## src/rtl/serial_alu.sv

```systemverilog
// Multi-cycle WIDTH-bit ALU that walks the operands SLICE bits per clock, LSB first.
// Carry ripples slice-to-slice through cy_q; flags and result update only on completion.

module serial_alu_bit (
    input  logic       a_i,
    input  logic       b_i,
    input  logic       c_i,
    input  logic [1:0] op_i,
    output logic       r_o,
    output logic       c_o
);
    always_comb begin
        unique case (op_i)
            2'b00:   r_o = a_i & b_i;
            2'b01:   r_o = a_i | b_i;
            default: r_o = a_i ^ b_i ^ c_i;
        endcase
        c_o = (a_i & b_i) | (c_i & (a_i ^ b_i));
    end
endmodule

module serial_alu #(
    parameter int WIDTH = 32,
    parameter int SLICE = 1
) (
    input  logic             clk,
    input  logic             rst_n,
    input  logic             start,
    input  logic [WIDTH-1:0] A,
    input  logic [WIDTH-1:0] B,
    input  logic             A_invert,
    input  logic             B_invert,
    input  logic             carry_in,
    input  logic [1:0]       op,
    output logic             busy,
    output logic             done,
    output logic [WIDTH-1:0] result,
    output logic             carry,
    output logic             zero,
    output logic             overflow
);
    localparam int N  = WIDTH / SLICE;
    localparam int CW = (N > 1) ? $clog2(N) : 1;

    localparam logic [1:0] S_IDLE = 2'd0;
    localparam logic [1:0] S_RUN  = 2'd1;
    localparam logic [1:0] S_DONE = 2'd2;

    localparam logic [1:0] OP_SLT = 2'b11;

    logic [1:0]       state_q, state_d;
    logic [WIDTH-1:0] a_q, a_d, b_q, b_d, sh_q, sh_d;
    logic [1:0]       op_q, op_d;
    logic             cy_q, cy_d;
    logic [CW-1:0]    cnt_q, cnt_d;
    logic [WIDTH-1:0] result_q, result_d;
    logic             carry_q, carry_d, zero_q, zero_d, ovf_q, ovf_d;

    logic [SLICE-1:0] slice_res;
    logic [SLICE:0]   cch;
    logic [WIDTH-1:0] asm_val, final_res;
    logic             last, arith, ovf_w;

    assign cch[0] = cy_q;

    for (genvar i = 0; i < SLICE; i++) begin : g_bit
        serial_alu_bit u_bit (
            .a_i  (a_q[i]),
            .b_i  (b_q[i]),
            .c_i  (cch[i]),
            .op_i (op_q),
            .r_o  (slice_res[i]),
            .c_o  (cch[i+1])
        );
    end

    // New slice enters at the top; after N shifts the LSB slice sits at bit 0.
    if (SLICE == WIDTH) begin : g_full
        assign asm_val = slice_res;
    end else begin : g_part
        assign asm_val = {slice_res, sh_q[WIDTH-1:SLICE]};
    end

    assign last      = (cnt_q == CW'(N - 1));
    assign arith     = op_q[1];
    assign ovf_w     = cch[SLICE-1] ^ cch[SLICE];
    // SLT: sign of the true difference is the sum MSB corrected by overflow.
    assign final_res = (op_q == OP_SLT) ? WIDTH'(slice_res[SLICE-1] ^ ovf_w) : asm_val;

    always_comb begin
        state_d  = state_q;
        a_d      = a_q;
        b_d      = b_q;
        sh_d     = sh_q;
        op_d     = op_q;
        cy_d     = cy_q;
        cnt_d    = cnt_q;
        result_d = result_q;
        carry_d  = carry_q;
        zero_d   = zero_q;
        ovf_d    = ovf_q;
        unique case (state_q)
            S_RUN: begin
                a_d   = a_q >> SLICE;
                b_d   = b_q >> SLICE;
                sh_d  = asm_val;
                cy_d  = cch[SLICE];
                cnt_d = cnt_q + CW'(1);
                if (last) begin
                    state_d  = S_DONE;
                    result_d = final_res;
                    carry_d  = arith & cch[SLICE];
                    ovf_d    = arith & ovf_w;
                    zero_d   = (final_res == '0);
                end
            end
            default: begin
                state_d = S_IDLE;
                if (start) begin
                    state_d = S_RUN;
                    a_d     = A ^ {WIDTH{A_invert}};
                    b_d     = B ^ {WIDTH{B_invert}};
                    op_d    = op;
                    cy_d    = carry_in;
                    cnt_d   = '0;
                end
            end
        endcase
    end

    always_ff @(posedge clk or negedge rst_n) begin
        if (!rst_n) begin
            state_q  <= S_IDLE;
            a_q      <= '0;
            b_q      <= '0;
            sh_q     <= '0;
            op_q     <= '0;
            cy_q     <= 1'b0;
            cnt_q    <= '0;
            result_q <= '0;
            carry_q  <= 1'b0;
            zero_q   <= 1'b0;
            ovf_q    <= 1'b0;
        end else begin
            state_q  <= state_d;
            a_q      <= a_d;
            b_q      <= b_d;
            sh_q     <= sh_d;
            op_q     <= op_d;
            cy_q     <= cy_d;
            cnt_q    <= cnt_d;
            result_q <= result_d;
            carry_q  <= carry_d;
            zero_q   <= zero_d;
            ovf_q    <= ovf_d;
        end
    end

    assign busy     = (state_q == S_RUN);
    assign done     = (state_q == S_DONE);
    assign result   = result_q;
    assign carry    = carry_q;
    assign zero     = zero_q;
    assign overflow = ovf_q;
endmodule

```

## config.mk

```make
export PLATFORM = sky130hd
export DESIGN_NAME = serial_alu
export DESIGN_NICKNAME = d
export VERILOG_FILES = /design/src/rtl/serial_alu.sv
export SDC_FILE = /design/constraint.sdc
export NUM_CORES = 1
export LEC_CHECK = 0
export BUFFER_PORTS_ARGS = -buffer_cell sky130_fd_sc_hd__buf_2
export CORE_ASPECT_RATIO = 0.7
export CORE_MARGIN = 2
export CORE_UTILIZATION = 60
export DETAILED_ROUTE_END_ITERATION = 6
export PLACE_DENSITY = 0.8
export SLEW_MARGIN = 30
export SYNTH_ARGS = -nofsm -noshare
export SYNTH_HDL_FRONTEND = slang
export SYNTH_SLANG_ARGS = --single-unit
```

## constraint.sdc

```tcl
create_clock -name clk -period 2.8 [get_ports clk]
set_input_delay 0.28 -clock clk [delete_from_list [all_inputs] [get_ports clk]]
set_output_delay 0.28 -clock clk [all_outputs]
set_load 0.01 [all_outputs]
```

==> impl_results.md <==
- Max Cap Violations: 0
- Buffers on Ports: 108
- CTS resizes: 0
- Flop-to-flop setup slack: 0.84 ns
- Origin of the worst setup path: cnt_q[0]$_DFFE_PN0P_
- Die Height: 92.4 µm
- Fin util: 0.714
- Critical Path AT: 2.24 ns
- Area growth syn-to-layout: 16.7%
- Status: completed
- Sequential share of the synthesized area: 0.523
- Global route total overflow: 0
- Largest area contributor in the netlist: dfrtp_1
- First DRT Iteration DRCs: 388
- Longest Clk Path Bufs: 2
- I/O pins: 109
- Routed wire length: 14,000 µm
- HP Class: in -> reg
- Maximum vdd drop: 555 µV
- Worst Tran Pin Value: 0.878 ns
- R2R Path End: result[14]$_DFFE_PN0P_
- Syn Area/Cell: 8.74 µm²
- Leading post-synthesis cells by cell area: dfrtp_1 52%, nand2_1 16%, o21ai_0 11%
- Vias in the first global route: 5,014
- Leakage Power: 3.79 nW
- Fmax: 0.509 GHz
- Count leader, synth: nand2_1
- Yosys reg bits: 140
- Antenna violations before repair: 0
- Crit end category: flip-flop
- Netlist cell types: 35
- Setup crit end: result[14]$_DFFE_PN0P_
- Part of the cycle the worst path needs: 0.701
- Ys flop type: dfrtp_1
- TritonCTS Buffers: 17
- Die width: 130 µm
- Initial Util: 0.612
- Post-CTS setup buffer count: 0
- Antenna Cells: 0
- Mapped Area: 0.00669 mm²
- Clock Tree Root: clkbuf_16
- Synth Instances: 766
- Drt pass-1 iters: 5
- Pins Over Slew Limit: 0
- Layout cells sized above 1: 0.180
- R2R depth: 6
- Routed vias/inst: 5.24
- Tmin final: 1.96 ns
- Kind of critical path: reg -> reg
- Async SR Flop Fraction: 1.00
- EDFF count, synth: 0
- H-tree levels: 4
- Worst-path clk slew: 0.06 ns
- Startpoint Class: flip-flop
- Setup TNS: 0 ns
- Clock latency on the worst-skew pair: 0.41 ns
- Post-DRT Antenna Nets: 0
- Final Skew: 0.0118 ns
- Largest net degree at the start of global routing: 76
- DR DRC count: 0
- RD Place Congestion: 0.806
- Top-area cell type share of the netlist area: 0.523
- GRT Util Overall: 0.251
- Power Density: 952 mW/mm²
- Final-report setup violation count: 0
- Syn_nets: 843
- Area occupied by multi-input gates: 0.00284 mm²
- Hold Crit Start: op[1]
- Vias: 5,318
- Hpwl dp: 8960 µm
- RSZ-0062 raised after global routing: false
- Worst R2R Start: cnt_q[0]$_DFFE_PN0P_
- Number of synthesis warnings: 0
- Worst slew margin: 0.415
- Die footprint: 0.0120 mm²
- Seq. cell area: 0.00350 mm²
- Area of the core: 0.0109 mm²
- First-pass GRT wire length: 23,900 µm
- CTS tree: yes
- Worst Path Required: 3.07 ns
- Num rows: 32
- Final Hold Viols: 0
- FILL cells: 855
- Synth top cells by count: 290 x nand2_1, 150 x o21ai_0, 140 x dfrtp_1
- Final net count: 927
- Critical path peak fanout: 37
- Routed wire per std cell: 13.8 µm
- Sink Count: 140
[worst max-delay path, stage by stage (launching register included)]
cell	delay, ns
dfrtp_1	0.41
ha_1	0.23
and3_1	0.19
ha_1	0.21
nand2_4	0.27
buf_4	0.36
o21ai_0	0.16
[sequential cells by signal, summed over array words and instances, names as in the netlist]
name and flops:
cy_q 1, op_q 2, a_q 32, state_q 2, carry 1, cnt_q 5, sh_q 31, zero 1
result 32, b_q 32, overflow 1
[cells by family after synthesis]
family | count (synthesis) | share of synthesized area
compound gates | 174 | 0.134
xor+xnor | 67 | 0.0877
fa+ha+maj | 5 | 0.0105
buf+inv | 60 | 0.0529
flops | 140 | 0.523
mux | 3 | 0.00486
simple gates | 317 | 0.187
[repair_timing]
action	CTS	global route
hold buffers	1	0
endpoints found under the setup margin	0	0
hold endpoints to repair	44	0
[cell type report]
| type | count | area share |
|---|---|---|
| flip-flops and latches | 140 | 0.449 |
| multi-input cells | 566 | 0.363 |
| repair buffers | 120 | 0.0854 |
| clock buffers | 21 | 0.0603 |
| well taps | 153 | 0.0245 |
| clock inverters | 10 | 0.0149 |
| inverters | 5 | 0.00304 |
[report_power, final]
| group | leakage (nW) | internal (mW) | total [mW] | switching [mW] |
|---|---|---|---|---|
| clock network | 0.273 | 1.37 | 2.23 | 0.851 |
| logic | 1.70 | 0.753 | 1.91 | 1.16 |
| registers | 1.82 | 2.76 | 3.29 | 0.534 |
| total | 3.79 | 4.89 | 7.43 | 2.54 |
[layer usage]
layer,up-vias,wire length (µm),GRT usage
met3,16,601,0.0612
met2,127,6540,0.385
met4,0,199,0.0762
met1,2534,6690,0.357
met5,-,0,0
li1,2641,-,-
[layout by cell type (no fill, tap or decap), types with 2 or more instances in the layout]
cell / n
o21ai_0: 150
bufinv_16: 2
a211oi_1: 2
nand2_1: 290
buf_2: 106
clkbuf_8: 3
clkbuf_16: 17
o21ai_1: 16
nor4_1: 6
xnor2_1: 66
mux2_2: 2
nand3_1: 2
nor2b_1: 2
ha_1: 4
clkinvlp_4: 5
clkinv_2: 2
a21oi_1: 2
nand2b_1: 4
dfrtp_1: 140
nor2_1: 5
inv_1: 3
buf_12: 2
nand3b_1: 2
buf_4: 10
and3_1: 2
[worst min path at each step]
stage / end / depth (start not counted)
floorplan: a_q[0]$_DFFE_PN0P_ / 0
global placement: b_q[16]$_DFFE_PN0P_ / 1
detailed placement: b_q[15]$_DFFE_PN0P_ / 1
CTS: op_q[1]$_DFFE_PN0P_ / 2
global route: op_q[0]$_DFFE_PN0P_ / 2
finish: op_q[1]$_DFFE_PN0P_ / 2
[stage by stage]
stage	cell area [µm²]	setup WS, ns	hold WS [ns]	cells	total power, mW
global placement	7210	0.925	0.238	983	5.04
detailed placement	7210	0.827	0.243	983	5.19
global route	7810	0.673	0.109	1015	7.94
floorplan	6690	1.05	-0.0156	766	4.59
finish	7810	0.837	0.123	1015	7.43
CTS	7810	0.826	0.120	1015	7.46
Note: power is estimated with default switching activity, not from simulation.
